[config.mk]
export PLATFORM = sky130hd
export DESIGN_NAME = video_timing_gen
export DESIGN_NICKNAME = d
export VERILOG_FILES = /design/src/rtl/video_timing_pkg.sv /design/src/rtl/video_delay_line.sv /design/src/rtl/video_timing_gen.sv
export SDC_FILE = /design/constraint.sdc
export NUM_CORES = 1
export LEC_CHECK = 0
export BUFFER_PORTS_ARGS = -buffer_cell sky130_fd_sc_hd__buf_2
export CORE_MARGIN = 5
export CORE_UTILIZATION = 60
export DETAILED_ROUTE_END_ITERATION = 8
export PLACE_DENSITY_LB_ADDON = 0.08
export SYNTH_ARGS = -nofsm -noshare
export SYNTH_HDL_FRONTEND = slang
export SYNTH_SLANG_ARGS = --single-unit
[constraint.sdc]
create_clock -name clk -period 4 [get_ports clk]
set_input_delay 0.8 -clock clk [delete_from_list [all_inputs] [get_ports clk]]
set_output_delay 0.8 -clock clk [all_outputs]
set_load 0.005 [all_outputs]
[src/rtl/video_timing_pkg.sv]
// -----------------------------------------------------------------------------
// video_timing_pkg
//   Shared definitions for the raster timing generator:
//   - video_mode_t and standard mode constants (640x480@60, 800x600@60)
//   - h_total / v_total helpers (sum of display + porches + sync)
//   - bits_for: minimum unsigned width able to hold a value
//   - video_flags_t: single-bit flags carried down the display delay line
// -----------------------------------------------------------------------------
package video_timing_pkg;

    typedef struct packed {
        int h_display;
        int h_front;
        int h_sync;
        int h_back;
        int v_display;
        int v_front;
        int v_sync;
        int v_back;
    } video_mode_t;

    localparam video_mode_t MODE_640X480_60 = '{
        h_display: 640, h_front: 16, h_sync: 96,  h_back: 48,
        v_display: 480, v_front: 10, v_sync: 2,   v_back: 33
    };

    localparam video_mode_t MODE_800X600_60 = '{
        h_display: 800, h_front: 40, h_sync: 128, h_back: 88,
        v_display: 600, v_front: 1,  v_sync: 4,   v_back: 23
    };

    // Flags that travel alongside hpos/vpos through the delay line.
    typedef struct packed {
        logic hsync_raw;    // inside horizontal sync interval
        logic vsync_raw;    // inside vertical sync interval
        logic active;       // fetch_valid at this position
        logic line_first;   // h == 0
        logic frame_first;  // (h, v) == (0, 0)
    } video_flags_t;

    function automatic int h_total(input int display, input int front,
                                   input int sync, input int back);
        return display + front + sync + back;
    endfunction

    function automatic int v_total(input int display, input int front,
                                   input int sync, input int back);
        return display + front + sync + back;
    endfunction

    // Number of bits needed to represent value as an unsigned number.
    function automatic int bits_for(input int value);
        int w;
        w = 1;
        while ((value >> w) != 0) w++;
        return w;
    endfunction

endpackage

[src/rtl/video_delay_line.sv]
// -----------------------------------------------------------------------------
// video_delay_line
//   DEPTH-stage shift register of WIDTH-bit words. All stages advance together
//   when en is high and hold otherwise. An asynchronous reset loads every stage
//   with rst_val (expected to be tied to a constant by the parent).
// Ports:
//   clk      in   system clock
//   reset    in   asynchronous, active-high
//   en       in   shift enable
//   rst_val  in   WIDTH  value loaded into every stage on reset
//   d        in   WIDTH  input word
//   q        out  WIDTH  word entered DEPTH enabled shifts earlier
// -----------------------------------------------------------------------------
module video_delay_line #(
    parameter int WIDTH = 1,
    parameter int DEPTH = 1
) (
    input  logic             clk,
    input  logic             reset,
    input  logic             en,
    input  logic [WIDTH-1:0] rst_val,
    input  logic [WIDTH-1:0] d,
    output logic [WIDTH-1:0] q
);

    logic [WIDTH-1:0] stage_q [DEPTH];
    logic [WIDTH-1:0] stage_d [DEPTH];

    always_comb begin
        stage_d[0] = en ? d : stage_q[0];
        for (int i = 1; i < DEPTH; i++) begin
            stage_d[i] = en ? stage_q[i-1] : stage_q[i];
        end
    end

    // NOTE: this is a short register pipeline, not a RAM, so every stage is
    // reset; the display side must read clean inactive values straight after
    // reset, before DEPTH ticks have refilled it.
    always_ff @(posedge clk or posedge reset) begin
        if (reset) begin
            for (int i = 0; i < DEPTH; i++) begin
                stage_q[i] <= rst_val;
            end
        end else begin
            for (int i = 0; i < DEPTH; i++) begin
                stage_q[i] <= stage_d[i];
            end
        end
    end

    assign q = stage_q[DEPTH-1];

endmodule

[src/rtl/video_timing_gen.sv]
// -----------------------------------------------------------------------------
// video_timing_gen
//   Parametrised raster timing generator. Horizontal/vertical counters run on
//   pix_en ticks and produce a fetch-side stream (fetch_valid, fetch_addr) with
//   2^SCALE_SHIFT pixel/line replication. Sync/active/position information is
//   delayed PIPE ticks so the display-side outputs line up with pixel data
//   returned by the framebuffer reader.
// Ports:
//   clk          in   system clock
//   reset        in   asynchronous, active-high
//   pix_en       in   pixel-tick enable; all state advances only when high
//   fetch_valid  out  current counter position is in the active area
//   fetch_addr   out  ADDR_W framebuffer word address for current position
//   hsync        out  delayed horizontal sync, polarity applied
//   vsync        out  delayed vertical sync, polarity applied
//   display_on   out  delayed active-video flag
//   hpos         out  CNT_W delayed horizontal position
//   vpos         out  CNT_W delayed vertical position
//   line_start   out  one-clk pulse while delayed hpos is 0 and pix_en is high
//   frame_start  out  one-clk pulse while delayed (hpos,vpos) is (0,0) and
//                     pix_en is high
// -----------------------------------------------------------------------------
module video_timing_gen
    import video_timing_pkg::*;
#(
    parameter int H_DISPLAY   = MODE_640X480_60.h_display,
    parameter int H_FRONT     = MODE_640X480_60.h_front,
    parameter int H_SYNC      = MODE_640X480_60.h_sync,
    parameter int H_BACK      = MODE_640X480_60.h_back,
    parameter int V_DISPLAY   = MODE_640X480_60.v_display,
    parameter int V_FRONT     = MODE_640X480_60.v_front,
    parameter int V_SYNC      = MODE_640X480_60.v_sync,
    parameter int V_BACK      = MODE_640X480_60.v_back,
    parameter int H_SYNC_POL  = 0,
    parameter int V_SYNC_POL  = 0,
    parameter int SCALE_SHIFT = 0,
    parameter int PIPE        = 2,
    parameter int CNT_W       = 11,
    parameter int ADDR_W      = 19
) (
    input  logic              clk,
    input  logic              reset,
    input  logic              pix_en,
    output logic              fetch_valid,
    output logic [ADDR_W-1:0] fetch_addr,
    output logic              hsync,
    output logic              vsync,
    output logic              display_on,
    output logic [CNT_W-1:0]  hpos,
    output logic [CNT_W-1:0]  vpos,
    output logic              line_start,
    output logic              frame_start
);

    localparam int H_TOTAL = h_total(H_DISPLAY, H_FRONT, H_SYNC, H_BACK);
    localparam int V_TOTAL = v_total(V_DISPLAY, V_FRONT, V_SYNC, V_BACK);

    // ------------------------------------------------------------------
    // Elaboration-time parameter checks
    // ------------------------------------------------------------------
    if (SCALE_SHIFT < 0 || SCALE_SHIFT > 3) begin : g_bad_scale
        $error("video_timing_gen: SCALE_SHIFT must be in 0..3");
    end
    if ((H_DISPLAY % (1 << SCALE_SHIFT)) != 0) begin : g_bad_h_div
        $error("video_timing_gen: H_DISPLAY not divisible by 2^SCALE_SHIFT");
    end
    if ((V_DISPLAY % (1 << SCALE_SHIFT)) != 0) begin : g_bad_v_div
        $error("video_timing_gen: V_DISPLAY not divisible by 2^SCALE_SHIFT");
    end
    if (PIPE < 1) begin : g_bad_pipe
        $error("video_timing_gen: PIPE must be at least 1");
    end
    if (bits_for(H_TOTAL) > CNT_W) begin : g_bad_h_width
        $error("video_timing_gen: H_TOTAL does not fit in CNT_W");
    end
    if (bits_for(V_TOTAL) > CNT_W) begin : g_bad_v_width
        $error("video_timing_gen: V_TOTAL does not fit in CNT_W");
    end

    localparam logic [CNT_W-1:0]  H_LAST    = CNT_W'(H_TOTAL - 1);
    localparam logic [CNT_W-1:0]  V_LAST    = CNT_W'(V_TOTAL - 1);
    localparam logic [CNT_W-1:0]  H_ACT     = CNT_W'(H_DISPLAY);
    localparam logic [CNT_W-1:0]  V_ACT     = CNT_W'(V_DISPLAY);
    localparam logic [CNT_W-1:0]  HS_FIRST  = CNT_W'(H_DISPLAY + H_FRONT);
    localparam logic [CNT_W-1:0]  HS_LAST   = CNT_W'(H_DISPLAY + H_FRONT + H_SYNC - 1);
    localparam logic [CNT_W-1:0]  VS_FIRST  = CNT_W'(V_DISPLAY + V_FRONT);
    localparam logic [CNT_W-1:0]  VS_LAST   = CNT_W'(V_DISPLAY + V_FRONT + V_SYNC - 1);
    // Low counter bits that select a replicated sub-pixel / sub-line.
    localparam logic [CNT_W-1:0]  SUB_MASK  = CNT_W'((1 << SCALE_SHIFT) - 1);
    // Framebuffer words per fetched row.
    localparam logic [ADDR_W-1:0] STRIDE    = ADDR_W'(H_DISPLAY >> SCALE_SHIFT);
    localparam logic              H_POL     = H_SYNC_POL[0];
    localparam logic              V_POL     = V_SYNC_POL[0];

    // ------------------------------------------------------------------
    // Counters and incremental fetch address
    // ------------------------------------------------------------------
    logic [CNT_W-1:0]  h_q, h_d;
    logic [CNT_W-1:0]  v_q, v_d;
    logic [ADDR_W-1:0] addr_q, addr_d;
    logic [ADDR_W-1:0] row_base_q, row_base_d;   // address of (h=0) on this row
    logic              h_last, v_last, valid_d;

    // NOTE: every signal assigned in this block gets a default first, so no
    // path leaves it unassigned and no latch is inferred.
    always_comb begin
        h_d        = h_q;
        v_d        = v_q;
        row_base_d = row_base_q;
        addr_d     = addr_q;
        h_last     = (h_q == H_LAST);
        v_last     = (v_q == V_LAST);

        if (pix_en) begin
            if (h_last) begin
                h_d = '0;
                v_d = v_last ? '0 : v_q + 1'b1;
            end else begin
                h_d = h_q + 1'b1;
            end

            // A new fetched row begins every 2^S lines.
            if (h_last) begin
                if (v_last) begin
                    row_base_d = '0;
                end else if ((v_d & SUB_MASK) == '0) begin
                    row_base_d = row_base_q + STRIDE;
                end
            end
        end

        valid_d = (h_d < H_ACT) && (v_d < V_ACT);

        if (pix_en) begin
            if (h_d == H_LAST && v_d == V_LAST) begin
                addr_d = '0;
            end else if (valid_d) begin
                if (h_d == '0) begin
                    addr_d = row_base_d;
                end else if ((h_d & SUB_MASK) == '0) begin
                    // Step to the next word every 2^S pixels; otherwise the
                    // same word is replicated.
                    addr_d = addr_q + 1'b1;
                end
            end
        end
    end

    // NOTE: state registers use non-blocking assignments so every flop
    // samples the pre-edge values computed above, independent of order.
    always_ff @(posedge clk or posedge reset) begin
        if (reset) begin
            h_q        <= H_LAST;
            v_q        <= V_LAST;
            row_base_q <= '0;
            addr_q     <= '0;
        end else begin
            h_q        <= h_d;
            v_q        <= v_d;
            row_base_q <= row_base_d;
            addr_q     <= addr_d;
        end
    end

    assign fetch_valid = (h_q < H_ACT) && (v_q < V_ACT);
    assign fetch_addr  = addr_q;

    // ------------------------------------------------------------------
    // Display-side delay line
    // ------------------------------------------------------------------
    typedef struct packed {
        video_flags_t     flags;
        logic [CNT_W-1:0] h;
        logic [CNT_W-1:0] v;
    } dly_bus_t;

    localparam int DLY_W = $bits(dly_bus_t);

    dly_bus_t bus_in, bus_out, bus_rst;

    always_comb begin
        bus_in.flags.hsync_raw   = (h_q >= HS_FIRST) && (h_q <= HS_LAST);
        bus_in.flags.vsync_raw   = (v_q >= VS_FIRST) && (v_q <= VS_LAST);
        bus_in.flags.active      = fetch_valid;
        bus_in.flags.line_first  = (h_q == '0);
        bus_in.flags.frame_first = (h_q == '0) && (v_q == '0);
        bus_in.h                 = h_q;
        bus_in.v                 = v_q;
    end

    // Reset image of the bus matches the counters' reset position.
    always_comb begin
        bus_rst.flags = '0;
        bus_rst.h     = H_LAST;
        bus_rst.v     = V_LAST;
    end

    video_delay_line #(
        .WIDTH (DLY_W),
        .DEPTH (PIPE)
    ) u_delay (
        .clk     (clk),
        .reset   (reset),
        .en      (pix_en),
        .rst_val (bus_rst),
        .d       (bus_in),
        .q       (bus_out)
    );

    // Asserted level equals the polarity bit: raw XNOR POL.
    assign hsync       = ~(bus_out.flags.hsync_raw ^ H_POL);
    assign vsync       = ~(bus_out.flags.vsync_raw ^ V_POL);
    assign display_on  = bus_out.flags.active;
    assign hpos        = bus_out.h;
    assign vpos        = bus_out.v;
    assign line_start  = bus_out.flags.line_first & pix_en;
    assign frame_start = bus_out.flags.frame_first & pix_en;

endmodule

==> results.json <==
{
  "first_pass_iters": 5,
  "slowest_delay_ns": 0.61,
  "crit_path_top_delay_cell": "dfstp_2",
  "min_path_type": "primary input to async pin",
  "cpLargestDelayFamily": "simple AND/OR/NAND/NOR gates",
  "finalPower_mw": 3.791,
  "outcome": "complete, no violations",
  "yosysSeqAreaShare_pct": 48.98,
  "power_frac_clock_pct": 37.7,
  "clock_sinks": 114,
  "hold_viol": 0,
  "layout-drive-gt1-share_pct": 31.00,
  "yosys-top-cells-area": "dfrtp_1 (36%), dfstp_2 (13%), mux2_2 (9.0%), buf_4 (3.1%), nand3_1 (2.9%)",
  "drv_slew": 0,
  "grt_max_degree": 68,
  "fin_crit_sh_pct": 90.66,
  "numCtsBuffers": 17,
  "antennaDiodeCount": 0,
  "fp.dieW_microns": 109.2,
  "cts_htree_levels": 4,
  "nFillCells": 727,
  "fmax_mhz": 275.8,
  "synthXorXnorAreaFrac_pct": 2.820,
  "drt-initial-drc-count": 229,
  "port_buffers": 49,
  "finalWirelength_mm": 11.96,
  "path_class": "flip-flop to flip-flop",
  "design_area_sq_mm": 0.006685,
  "core_sq_mm": 0.009684,
  "leakage_nw": 3.123,
  "yosysUniqueCellTypes": 67,
  "gp_congestion": 0.8972,
  "worst_clock_skew_ns": 0.008523,
  "vias": 4278,
  "worst_pin_slew_ns": 0.8028,
  "p_int_mw": 2.679,
  "ctsRootBufferMaster": "clkbuf_8",
  "nNetsFinal": 596,
  "instances_no_fill": 733,
  "crit_chain": "ha_1 -> and3_1 -> nand4_2 -> nor3_1 -> xor2_1 -> or4b_4 -> nor4_1 -> a21oi_2 -> buf_4 -> a211o_1",
  "sequentialPowerShare_pct": 41.1,
  "drc": 0,
  "crit_path_start_kind": "flip-flop",
  "areaGrowthSynthToFinish_pct": 13.30,
  "dpl_worst_slack_ns": 0.3914,
  "synthesis.instances": 557,
  "seq_area_sq_mm": 0.002890,
  "place_inst": 701,
  "synthSimpleGateAreaFrac_pct": 19.78,
  "ys_ff_latch": 114,
  "track_usage_pct": 21.87,
  "cp-end-kind": "flip-flop",
  "synth_adder_area_share_pct": 1.272,
  "clk_path_buf_depth": 2,
  "powerDensity_mw_per_mm2": 567.1,
  "rsz0062_at_grt": "no",
  "cts.clk_slew.worst_paths_ns": 0.06,
  "p_sw_mw": 1.112,
  "setup_tns_ns": 0,
  "syn-num-nets": 566,
  "critPathBufInv": 1,
  "grt.overflow.total": 0,
  "setup_viol": 0,
  "wl_per_cell_microns": 16.32,
  "io_pins": 50,
  "postRouteAntennaNets": 0,
  "synth_ff_type": "dfrtp_1",
  "switching_share_pct": 29.33,
  "postCtsSetupRepairBufs": 0,
  "die_y_microns": 109.2,
  "ys_async_sr_fraction_pct": 100.0,
  "grt_pass1_wl_mm": 20.37,
  "die_area_sq_mm": 0.01192,
  "max_cap_violations": 0,
  "post-synth-top-area-cell": "dfrtp_1",
  "fin_crit_ns": 3.626,
  "via_per_inst": 5.836,
  "cts_hold_buffers": 0,
  "synth_edf_count": 0,
  "cts-resized-gates": 0,
  "yosys_warnings": 0,
  "synth_top_area_share_pct": 35.62,
  "multiInputGateArea_sq_mm": 0.002663,
  "crit_path_max_fanout": 19,
  "required_ns": 4.40,
  "synth-compound-area-share_pct": 10.41,
  "grt_antenna_before_repair": 0,
  "pwr-share-comb_pct": 21.1,
  "cts_tree": "built",
  "grt_pass1_vias": 4127,
  "dpl.hpwl_mm": 8.168,
  "slew_headroom_pct": 46.48,
  "layout_setup_ws_ns": 0.3737,
  "syn_area_per_cell_sq_um": 10.59,
  "syn_area_sq_mm": 0.005901,
  "initial_core_util_pct": 60.93,
  "synthMuxAreaShare_pct": 10.84,
  "ir_drop_v": 0.0003465,
  "placed_area_sq_mm": 0.006115,
  "fp-row-count": 36,
  "crit_arrival_ns": 4.02,
  "synth_top_family_by_area": "simple AND/OR/NAND/NOR gates",
  "clk_latency_ns": 0.51
}
-- synth_stat cells, types with 8 or more instances --
cell type  number
dfrtp_1        84
mux2_2         47
nand2_1        41
nor2_1         41
nand3_1        34
dfstp_2        30
o21ai_0        26
buf_4          24
a21o_1         16
inv_1          14
nand4_1        14
and2_1         12
buf_2          11
mux2i_1        11
o22ai_1        11
xor2_1         11
and3_1          9
nor3_1          9
xnor2_1         8
-- power by group through the flow --
| stage | clock (mW) | combinational [mW] | sequential (mW) |
|---|---|---|---|
| after floorplan | 0 | 0.675 | 1.49 |
| after global placement | 0 | 0.776 | 1.57 |
| after detailed placement | 0 | 0.805 | 1.57 |
| after CTS | 1.46 | 0.808 | 1.56 |
| after global routing | 1.52 | 0.897 | 1.59 |
| final | 1.43 | 0.802 | 1.56 |
-- per-stage QoR --
stage | util, % | hold WS, ns
6_report | 69.03 | 0.4435
5_1_grt | 69.03 | 0.5123
3_5_place_dp | 63.14 | 0.4695
3_3_place_gp | 63.14 | 0.4667
4_1_cts | 69.03 | 0.4631
2_1_floorplan | - | 0.4451
-- sequential cells by signal, indices dropped and copies added, names as in the netlist --
| signal | flops |
|---|---|
| u_delay.q | 27 |
| u_delay.stage_q | 27 |
| fetch_addr | 19 |
| row_base_q | 19 |
| h_q | 11 |
| v_q | 11 |
-- cell usage in the layout (no fill, tap or decap), types with 8 or more instances in the layout --
cell	instances
xnor2_1	8
mux2i_1	11
dfrtp_1	84
nand2_1	41
inv_1	13
and3_1	9
buf_2	49
xor2_1	11
dfstp_2	30
mux2_2	47
o22ai_1	11
nor2_1	41
clkbuf_16	16
a21o_1	16
nand4_1	14
nor3_1	9
o21ai_0	26
buf_4	10
and2_1	12
nand3_1	34
-- cell type report --
cell class | count | area share (%)
Sequential cell | 114 | 43.23
Inverter | 14 | 0.8235
Tap cell | 133 | 2.489
Clock inverter | 10 | 1.610
Clock buffer | 22 | 6.925
Multi-Input combinational cell | 380 | 39.83
Timing Repair Buffer | 60 | 5.091
-- per-layer routing --
layer / up-vias / track usage, % / wire length (microns)
met2: 135 / 33.95 / 5802
met4: 0 / 8.014 / 138
met1: 2091 / 30.47 / 5412
li1: 2039 / - / -
met5: - / 0 / 0
met3: 13 / 4.559 / 606
-- path summary, 6_finish.rpt --
kind / slack, ns / startpoint / cells after the start / end
min in group clk: 0.48 / u_delay.stage_q[40]$_DFFE_PP1P_ / 2 / u_delay.stage_q[40]$_DFFE_PP1P_
worst min-delay path: 0.44 / reset / 2 / v_q[4]$_DFF_PP0_
worst max-delay path: 0.37 / h_q[0]$_DFF_PP1_ / 10 / fetch_addr[16]$_DFFE_PP0P_
worst max register to register: 0.37 / h_q[0]$_DFF_PP1_ / 10 / fetch_addr[16]$_DFFE_PP0P_
max in group asynchronous: 2.79 / reset / 3 / u_delay.q[9]$_DFFE_PP1P_
worst min register to register: 0.48 / u_delay.stage_q[40]$_DFFE_PP1P_ / 2 / u_delay.stage_q[40]$_DFFE_PP1P_
-- cells by family (layout without fill, tap and decap cells) --
| group | count (synthesis) | after routing |
|---|---|---|
| simple gates | 207 | 207 |
| buf+inv | 63 | 106 |
| xor+xnor | 19 | 19 |
| mux | 58 | 58 |
| compound gates | 90 | 90 |
| flops | 114 | 114 |
| fa+ha+maj | 6 | 6 |
-- worst reg2reg max path, delay by kind of cell (launching register included) --
family	cells	cell delay (ns)
AND/OR/NAND/NOR	5	1.85
flip-flops	1	0.61
AO/OA/AOI/OAI	2	0.38
adder cells (fa/ha/maj)	1	0.29
buffers and inverters	1	0.22
XOR/XNOR	1	0.16
Power figures use the tool's default switching activity.
